File: config.mk
export PLATFORM = sky130hd
export DESIGN_NAME = quick_spi_responder
export DESIGN_NICKNAME = d
export VERILOG_FILES = /design/src/rtl/quick_spi_pkg.sv /design/src/rtl/spi_input_sync.sv /design/src/rtl/quick_spi_responder.sv
export SDC_FILE = /design/constraint.sdc
export NUM_CORES = 1
export LEC_CHECK = 0
export ABC_AREA = 1
export BUFFER_PORTS_ARGS = -buffer_cell sky130_fd_sc_hd__buf_2
export CORE_MARGIN = 8
export CORE_UTILIZATION = 30
export DETAILED_ROUTE_END_ITERATION = 10
export HOLD_SLACK_MARGIN = 0.05
export SLEW_MARGIN = 20
export SYNTH_ARGS = -nofsm -noshare
export SYNTH_HDL_FRONTEND = slang
export SYNTH_SLANG_ARGS = --single-unit
File: constraint.sdc
create_clock -name clk_i -period 3.5 [get_ports clk_i]
set_clock_uncertainty 0.15 [all_clocks]
set_input_delay 0.7 -clock clk_i [delete_from_list [all_inputs] [get_ports clk_i]]
set_output_delay 0.7 -clock clk_i [all_outputs]
set_load 0.02 [all_outputs]
File: src/rtl/quick_spi_pkg.sv
// quick_spi_pkg: SPI state encoding and frame-length width helper, shared by the SPI controller and responder.
package quick_spi_pkg;
  typedef enum logic [1:0] {ST_IDLE, ST_ACTIVE, ST_COMPLETE} spi_state_t;
  function automatic int len_width(input int max_len);
    return $clog2(max_len + 1);
  endfunction
endpackage

File: src/rtl/spi_input_sync.sv
// spi_input_sync: multi-stage synchronizer for one asynchronous input.
//   clk_i/rst_i: clock and async active-high reset (flops load RST_VAL)
//   d: asynchronous input, q: synchronized output (STAGES cycles latency, STAGES >= 2)
module spi_input_sync #(
  parameter int   STAGES  = 2,
  parameter logic RST_VAL = 1'b0
) (
  input  logic clk_i,
  input  logic rst_i,
  input  logic d,
  output logic q
);
  logic [STAGES-1:0] ff;
  always_ff @(posedge clk_i or posedge rst_i)
    if (rst_i) ff <= {STAGES{RST_VAL}};
    else ff <= {ff[STAGES-2:0], d};
  assign q = ff[STAGES-1];
endmodule

File: src/rtl/quick_spi_responder.sv
// quick_spi_responder: SPI peripheral (SCLK idles high, sample on rise, shift on fall, active-low CS).
//   clk_i, rst_i            system clock, async active-high reset (deasserted synchronously inside)
//   txdata_*                response word load port (valid/ready), bit 0 sent first
//   rxdata_*                received frame port (valid/ready) with bit count
//   tx_underrun_o           one-cycle pulse when a frame starts with no response word
//   sclk_i, cs_n_i, sdata_i asynchronous SPI pins; sdata_o response data
//   rx_overrun_o            sticky overrun flag, present only with QUICK_SPI_RESPONDER_OVERRUN_EN
module quick_spi_responder import quick_spi_pkg::*; #(
  parameter int   MAX_DATA_LENGTH = 16,
  parameter int   SYNC_STAGES     = 2,
  parameter logic IDLE_SDATA      = 1'b0
) (
  input  logic                                 clk_i,
  input  logic                                 rst_i,
  input  logic                                 txdata_valid_i,
  output logic                                 txdata_ready_o,
  input  logic [MAX_DATA_LENGTH-1:0]           txdata_i,
  output logic                                 rxdata_valid_o,
  input  logic                                 rxdata_ready_i,
  output logic [MAX_DATA_LENGTH-1:0]           rxdata_o,
  output logic [len_width(MAX_DATA_LENGTH)-1:0] rxdata_len_o,
  output logic                                 tx_underrun_o,
  input  logic                                 sclk_i,
  input  logic                                 cs_n_i,
  input  logic                                 sdata_i,
  output logic                                 sdata_o
`ifdef QUICK_SPI_RESPONDER_OVERRUN_EN
  ,
  output logic                                 rx_overrun_o
`endif
);
  localparam int LW = len_width(MAX_DATA_LENGTH);
  localparam logic [LW-1:0] MAX_CNT = LW'(MAX_DATA_LENGTH);
  logic rst, sclk_s, cs_n_s, sdata_s, sclk_d, cs_n_d, lead_in;
  logic cs_fall, cs_rise, sclk_rise, sclk_fall, tx_load, have_word;
  logic [MAX_DATA_LENGTH-1:0] tx_buf, tx_sr, rx_sr, tx_next;
  logic [LW-1:0] cnt;
  spi_state_t state;
  // reset asserts immediately but releases in step with clk_i
  spi_input_sync #(.STAGES(SYNC_STAGES), .RST_VAL(1'b1)) u_rst_sync (.clk_i, .rst_i, .d(1'b0), .q(rst));
  spi_input_sync #(.STAGES(SYNC_STAGES), .RST_VAL(1'b1)) u_sclk_sync (.clk_i, .rst_i(rst), .d(sclk_i), .q(sclk_s));
  spi_input_sync #(.STAGES(SYNC_STAGES), .RST_VAL(1'b1)) u_cs_sync (.clk_i, .rst_i(rst), .d(cs_n_i), .q(cs_n_s));
  spi_input_sync #(.STAGES(SYNC_STAGES), .RST_VAL(1'b0)) u_sdata_sync (.clk_i, .rst_i(rst), .d(sdata_i), .q(sdata_s));
  assign cs_fall   = cs_n_d & ~cs_n_s;
  assign cs_rise   = ~cs_n_d & cs_n_s;
  assign sclk_rise = ~sclk_d & sclk_s;
  assign sclk_fall = sclk_d & ~sclk_s;
  assign tx_load   = txdata_valid_i & txdata_ready_o;
  // a word offered in the same cycle as cs_fall is used for this frame
  assign have_word = ~txdata_ready_o | txdata_valid_i;
  assign tx_next   = txdata_ready_o ? txdata_i : tx_buf;
  always_ff @(posedge clk_i or posedge rst) begin
    if (rst) begin
      state          <= ST_IDLE;
      sclk_d         <= 1'b1;
      cs_n_d         <= 1'b1;
      lead_in        <= 1'b0;
      tx_buf         <= '0;
      tx_sr          <= {MAX_DATA_LENGTH{IDLE_SDATA}};
      rx_sr          <= '0;
      cnt            <= '0;
      txdata_ready_o <= 1'b1;
      rxdata_valid_o <= 1'b0;
      rxdata_o       <= '0;
      rxdata_len_o   <= '0;
      tx_underrun_o  <= 1'b0;
      sdata_o        <= IDLE_SDATA;
`ifdef QUICK_SPI_RESPONDER_OVERRUN_EN
      rx_overrun_o   <= 1'b0;
`endif
    end else begin
      sclk_d        <= sclk_s;
      cs_n_d        <= cs_n_s;
      tx_underrun_o <= 1'b0;
      if (tx_load) begin
        tx_buf         <= txdata_i;
        txdata_ready_o <= 1'b0;
      end
      if (rxdata_valid_o && rxdata_ready_i) begin
        rxdata_valid_o <= 1'b0;
`ifdef QUICK_SPI_RESPONDER_OVERRUN_EN
        rx_overrun_o   <= 1'b0;
`endif
      end
      case (state)
        ST_IDLE: if (cs_fall) begin
          state          <= ST_ACTIVE;
          cnt            <= '0;
          rx_sr          <= '0;
          lead_in        <= 1'b1;
          txdata_ready_o <= 1'b1;
          tx_sr          <= have_word ? tx_next : {MAX_DATA_LENGTH{IDLE_SDATA}};
          sdata_o        <= have_word ? tx_next[0] : IDLE_SDATA;
          tx_underrun_o  <= ~have_word;
        end
        ST_ACTIVE: begin
          if (sclk_rise && cnt != MAX_CNT) begin
            rx_sr <= {rx_sr[MAX_DATA_LENGTH-2:0], sdata_s};
            cnt   <= cnt + 1'b1;
          end
          // the lead-in falling edge precedes bit 0, so it must not advance the response
          if (sclk_fall) begin
            lead_in <= 1'b0;
            if (!lead_in) begin
              tx_sr   <= {IDLE_SDATA, tx_sr[MAX_DATA_LENGTH-1:1]};
              sdata_o <= tx_sr[1];
            end
          end
          if (cs_rise) state <= ST_COMPLETE;
        end
        ST_COMPLETE: begin
          state   <= ST_IDLE;
          sdata_o <= IDLE_SDATA;
          if (cnt != '0 && !rxdata_valid_o) begin
            rxdata_o       <= rx_sr;
            rxdata_len_o   <= cnt;
            rxdata_valid_o <= 1'b1;
          end
`ifdef QUICK_SPI_RESPONDER_OVERRUN_EN
          if (cnt != '0 && rxdata_valid_o) rx_overrun_o <= 1'b1;
`endif
        end
        default: state <= ST_IDLE;
      endcase
    end
  end
endmodule

==> results of run 1 <==
==> routing by layer <==
layer	track usage, %	share of wire (%)
met1	12.45	46
met4	4.180	1.6
met2	16.25	46
met5	0	0
met3	3.276	6.2
==> final cells by class <==
| cell class | count | share of cell area [%] |
|---|---|---|
| Sequential cell | 90 | 47.11 |
| Multi-Input combinational cell | 317 | 29.35 |
| Inverter | 88 | 6.901 |
| Timing Repair Buffer | 51 | 5.781 |
| Clock buffer | 11 | 4.844 |
| Tap cell | 180 | 4.687 |
| Clock inverter | 5 | 1.328 |
==> path summary, 6_finish.rpt <==
| path | start | endpoint | slack (ps) | cells past startpoint |
|---|---|---|---|---|
| setup reg to reg | state[1] | tx_sr[11] | 1300 | 9 |
| max in group asynchronous | u_rst_sync.ff[1] | rx_sr[11] | 2280 | 2 |
| hold / removal | u_cs_sync.ff[0] | u_cs_sync.ff[1] | 210 | 0 |
| setup / recovery | state[1] | tx_sr[11] | 1300 | 9 |
| hold reg to reg | u_cs_sync.ff[0] | u_cs_sync.ff[1] | 210 | 0 |
| min in group asynchronous | rst_i | u_rst_sync.ff[1] | 220 | 2 |
==> metrics by stage <==
step / worst slack [ps] / hold WS, ps
after global placement: 1348 / 183.9
after detailed placement: 1277 / 197.8
after global routing: 1089 / 207.2
final: 1295 / 206.3
after CTS: 1267 / 205.1
after floorplan: 744.8 / 181.2
==> state kept, by name (all words and copies together) (netlist names), 2 cells and up <==
register / count
tx_buf: 16
rxdata_len_o: 5
tx_sr: 15
cnt: 5
u_sdata_sync.ff: 2
u_sclk_sync.ff: 2
rxdata_o: 16
state: 2
rx_sr: 16
u_cs_sync.ff: 2
u_rst_sync.ff: 2
==> critical path, cell delays in order, from the launching register on <==
cell,delay [ps]
dfrtp_1,350
inv_1,90
ha_1,200
buf_4,280
nand2_1,150
nand2_2,80
nor2_4,380
inv_2,240
nand2_1,110
nand2_1,60
==> cells by family (layout without fill, tap and decap cells) <==
| family | Yosys count | after routing | share of synthesized area, % |
|---|---|---|---|
| simple gates | 248 | 248 | 24.01 |
| buf+inv | 109 | 155 | 10.90 |
| flops | 90 | 90 | 54.90 |
| compound gates | 61 | 61 | 8.073 |
| fa+ha+maj | 6 | 6 | 1.821 |
| other cells | 1 | 1 | 0.09096 |
| xor+xnor | 1 | 1 | 0.2125 |
==> placed cells by master (no fill, tap or decap) <==
| master | count |
|---|---|
| nand2_1 | 162 |
| inv_1 | 85 |
| dfrtp_1 | 81 |
| nor2_1 | 52 |
| buf_2 | 47 |
| o21ai_0 | 41 |
| nand3_1 | 28 |
| o21bai_1 | 11 |
| clkbuf_16 | 9 |
| dfstp_2 | 9 |
| a21oi_1 | 6 |
| ha_1 | 6 |
| nand2_2 | 3 |
| o21ai_1 | 3 |
| buf_4 | 3 |
| inv_2 | 2 |
| clkbuf_1 | 2 |
| clkinv_4 | 2 |
| nor2_2 | 1 |
| nor2_4 | 1 |
| nand3_2 | 1 |
| xnor2_1 | 1 |
| clkinv_2 | 1 |
| clkinvlp_4 | 1 |
| inv_6 | 1 |
| bufinv_16 | 1 |
| buf_12 | 1 |
| conb_1 | 1 |
==> where the power goes <==
part | internal (mW) | total (mW) | switching, mW
registers | 1.29 | 1.42 | 0.131
clock network | 0.559 | 0.965 | 0.406
logic | 0.390 | 1.30 | 0.909
total | 2.24 | 3.69 | 1.45
==> flow_metrics.tcl, run 1 <==
set metrics [dict create \
    synthTopCellsByArea "dfrtp_1, nand2_1, inv_1" \
    synth_area_leader_cell "dfrtp_1" \
    ys_warn_count 0 \
    post-route-util_pct 35.16 \
    yosys.area.top_type_share_pct 49.17 \
    routabilityCongestion 0.7118 \
    crit_fanout 41 \
    die_h_um 133.2 \
    multi_input_area_um2 1410 \
    min_path_type "flip-flop to flip-flop" \
    synth_ff_type "dfrtp_1" \
    worst_setup_path_end_kind "flip-flop" \
    syn_to_final_growth_pct 16.54 \
    core_um2 13670 \
    dpl-instance-area_um2 4508 \
    drc 0 \
    synth-edff-count 0 \
    drv_slew 0 \
    rsz0062_at_grt "false" \
    ios 48 \
    clk_pin_slew_ps 60 \
    dieWidth_um 133.2 \
    cts_sinks 90 \
    synth_seq_cells 90 \
    worst_pin_slew_ps 810.6 \
    critPathLaunchType "flip-flop" \
    worst-setup-path-type "flip-flop to flip-flop" \
    peakVddDrop_v 0.0003094 \
    syn_nets 545 \
    die_area_um2 17750 \
    htree_num_levels 3 \
    num_rows 43 \
    relSlewSlack_pct 45.96 \
    cts_setup_buffers 0 \
    fin_cells 742 \
    run_status "finished, final reports clean" \
    grt_max_degree 46 \
    wl_mm 8.543 \
    period_minus_slack_ps 2205 \
    start_util_pct 30.17 \
    seq_area_um2 2263 \
    avgSynthCellArea_um2 7.990 \
    yosys.cell_count.top_type "nand2_1" \
    grt_antenna_before_repair 0 \
    post-route-period-util_pct 62.99 \
    wire_per_inst_um 11.51 \
    power_mw 3.689 \
    grtUsageTotal_pct 10.18 \
    max_freq_mhz 453.6 \
    powerDensity_nw_per_um2 767.8 \
    setup_violations 0 \
    dpl.hpwl_mm 5.676 \
    synthArstFlopShare_pct 100.0 \
    cts-hold-fix-buffers 0 \
    synth_area_um2 4123 \
    cts-root-buf "clkbuf_16" \
    fillers 1467 \
    syn_inst 516 \
    grt_overflow_total 0 \
    ant_nets 0 \
    drive_above_1_share_pct 14.77 \
    synthTopCellsByCount "nand2_1, inv_1, dfrtp_1" \
    cts_tree "built" \
    leakage_nw 2.678 \
    post_drt_via_cell_ratio 4.283 \
    cp.arrival_ps 2280 \
    required_ps 3580 \
    num_antenna_cells 0 \
    max_cap_violations 0 \
    vias 3178 \
    dr.first_iter.drc_count 224 \
    cts_resized 0 \
    dp_cells 726 \
    synth_cell_types 22 \
    grt_pass1_wl_mm 14.93 \
    firstDrtPassIters 4 \
    setup_tns_ps 0 \
    cts_buffers 9 \
    grt_pass1_vias 3211 \
    finalNetCount 586 \
    design_area_um2 4805 \
    yosysSeqAreaShare_pct 54.90 \
    clock_latency_ps 340 \
    io_buffers 47 \
    hold_violations 0 \
    clockBufferDepth 2 \
]
No activity file was read; power rests on OpenSTA's default activity.
==> run 2, diff against run 1 <==
--- a/config.mk
+++ b/config.mk
@@ -5,7 +5,7 @@
 export SDC_FILE = /design/constraint.sdc
 export NUM_CORES = 1
 export LEC_CHECK = 0
-export ABC_AREA = 1
+export ABC_AREA = 0
 export BUFFER_PORTS_ARGS = -buffer_cell sky130_fd_sc_hd__buf_2
 export CORE_MARGIN = 8
 export CORE_UTILIZATION = 30
==> constraint.sdc (replaced) <==
create_clock -name clk_i -period 2.3 [get_ports clk_i]
set_clock_uncertainty 0.15 [all_clocks]
set_input_delay 0.46 -clock clk_i [delete_from_list [all_inputs] [get_ports clk_i]]
set_output_delay 0.46 -clock clk_i [all_outputs]
set_load 0.02 [all_outputs]
==> flow_metrics.tcl, run 2 <==
set metrics [dict create \
    run_status "finished, final reports clean" \
    top_regs "rx_sr x16, rxdata_o x16, tx_buf x16" \
    cts_buffers 9 \
    syn_to_final_growth_pct 20.76 \
    wl_mm 8.400 \
    avgSynthCellArea_um2 10.70 \
    grt_max_degree 73 \
    synth_area_um2 4014 \
    grt_pass1_wl_mm 14.54 \
    syn_nets 404 \
    clock_latency_ps 340 \
    setup_tns_ps 0 \
    cts_setup_buffers 0 \
    vias 2832 \
    post_drt_via_cell_ratio 4.650 \
    timing.rr.end "rx_sr[8]" \
    peakVddDrop_v 0.0003703 \
    ios 48 \
    die_h_um 131.7 \
    grt_antenna_before_repair 0 \
    synthArstFlopShare_pct 100.0 \
    drc 0 \
    fillers 1335 \
    routabilityCongestion 0.7375 \
    finalNetCount 457 \
    ant_nets 0 \
    drv_slew 0 \
    setup_violations 0 \
    cts-root-buf "clkbuf_16" \
    post-route-period-util_pct 93.75 \
    leakage_nw 2.331 \
    yosys.area.top_type_share_pct 50.50 \
    post-route-util_pct 36.90 \
    rrSetupSlack_ps 140 \
    worst_pin_slew_ps 604.9 \
    synth-edff-count 0 \
    htree_num_levels 3 \
    required_ps 2390 \
    synth_area_leader_cell "dfrtp_1" \
    min_path_type "primary input to flip-flop" \
    drive_above_1_share_pct 25.40 \
    cts_tree "built" \
    num_antenna_cells 0 \
    io_buffers 47 \
    syn_inst 375 \
    hold_violations 0 \
    ys_warn_count 0 \
    max_freq_mhz 463.8 \
    dpl.hpwl_mm 5.867 \
    hold_path_startpoint "sclk_i" \
    crit_fanout 29 \
    relSlewSlack_pct 59.63 \
    synth_cell_types 46 \
    firstDrtPassIters 4 \
    clk_pin_slew_ps 60 \
    die_area_um2 17340 \
    grt_overflow_total 0 \
    critPathLaunchType "flip-flop" \
    dr.first_iter.drc_count 150 \
    r2r_cells 7 \
    max_cap_violations 0 \
    setup_ws_ps 143.8 \
    num_rows 42 \
    cts_sinks 90 \
    period_minus_slack_ps 2156 \
    grt_pass1_vias 2908 \
    dieWidth_um 131.7 \
    worst-setup-path-type "flip-flop to flip-flop" \
    grtUsageTotal_pct 10.14 \
    dp_slack_ps 8.777 \
    rsz0062_at_grt "false" \
    hold_end "u_sclk_sync.ff[0]" \
    wire_per_inst_um 13.79 \
    layout_common_cells "nand2_1, dfrtp_1, buf_2" \
    r2r-start "state[1]" \
    clockBufferDepth 2 \
    start_util_pct 30.55 \
    yosysSeqAreaShare_pct 56.39 \
    synthTopCellsByCount "dfrtp_1, nand2_1, o21ai_0" \
    worstHoldPathCells 1 \
    core_um2 13140 \
    synthTopCellsByArea "dfrtp_1, nand2_1, dfstp_2" \
    powerDensity_nw_per_um2 1210 \
    synth_ff_type "dfrtp_1" \
    cp.arrival_ps 2250 \
    synth_seq_cells 90 \
    worst_setup_path_end_kind "flip-flop" \
]
==> run 2: worst max-delay path, stage by stage (launching register included) <==
cell	delay (ps)
dfrtp_1	380
inv_1	110
ha_1	190
buf_6	230
nand2b_1	100
a221o_1	410
buf_4	240
o221ai_1	240
==> run 2: worst max path at each step <==
stage | startpoint | endpoint | slack (ps) | cells past startpoint
4_1_cts | state[1] | rx_sr[8] | 110 | 7
3_3_place_gp | state[1] | rx_sr[13] | 150 | 7
6_report | state[1] | rx_sr[8] | 140 | 7
2_1_floorplan | state[1] | rx_sr[1] | 470 | 7
3_5_place_dp | state[1] | rx_sr[11] | 9 | 7
5_1_grt | state[1] | rx_sr[8] | 4 | 7
==> run 2: cell type report <==
cell class / instances / area, um2 / share of cell area, %
inverters: 11 / 45.04 / 0.9293
well taps: 176 / 220.2 / 4.543
repair buffers: 63 / 386.6 / 7.976
clock inverters: 5 / 83.83 / 1.729
clock buffers: 11 / 252.7 / 5.214
multi-input cells: 253 / 1595 / 32.91
flip-flops and latches: 90 / 2263 / 46.70
==> run 2: cell families after synthesis <==
logic type	share of synthesized area (%)
flip-flops	56.39
multiplexers	7.263
adder cells (fa/ha/maj)	1.870
other	0.09343
AO/OA/AOI/OAI	13.00
buffers and inverters	3.928
AND/OR/NAND/NOR	17.46
==> run 2: stage by stage <==
stage | hold WS [ps] | cell area, um2 | total power, mW | cells
floorplan | 181.2 | 4018 | 3.708 | 375
global placement | 109.5 | 4494 | 4.202 | 592
detailed placement | 123.6 | 4494 | 4.297 | 592
CTS | 55.02 | 4843 | 5.950 | 609
global route | 61.27 | 4847 | 6.314 | 609
finish | 70.83 | 4847 | 5.864 | 609
==> run 2: where the power goes <==
group	leakage, nW	internal, mW	switching [mW]
Combinational	1.01	0.794	1.17
Sequential	1.16	2.02	0.271
Clock	0.158	1.01	0.601
Total	2.33	3.83	2.04
==> run 2: routing by layer <==
layer,track usage (%),routed length (um),up-vias
met5,0,0,-
met4,4.212,140,0
met3,2.172,211,10
met2,16.61,4105,33
met1,12.71,3942,1381
li1,-,-,1408
==> run 2: timing repair <==
item | 4_1_cts | 5_1_grt
hold endpoints to repair | 2 | 0
setup endpoints to repair | 2 | 10
resized for setup | 1 | 1
pin swaps | 0 | 0
hold buffers | 1 | 0
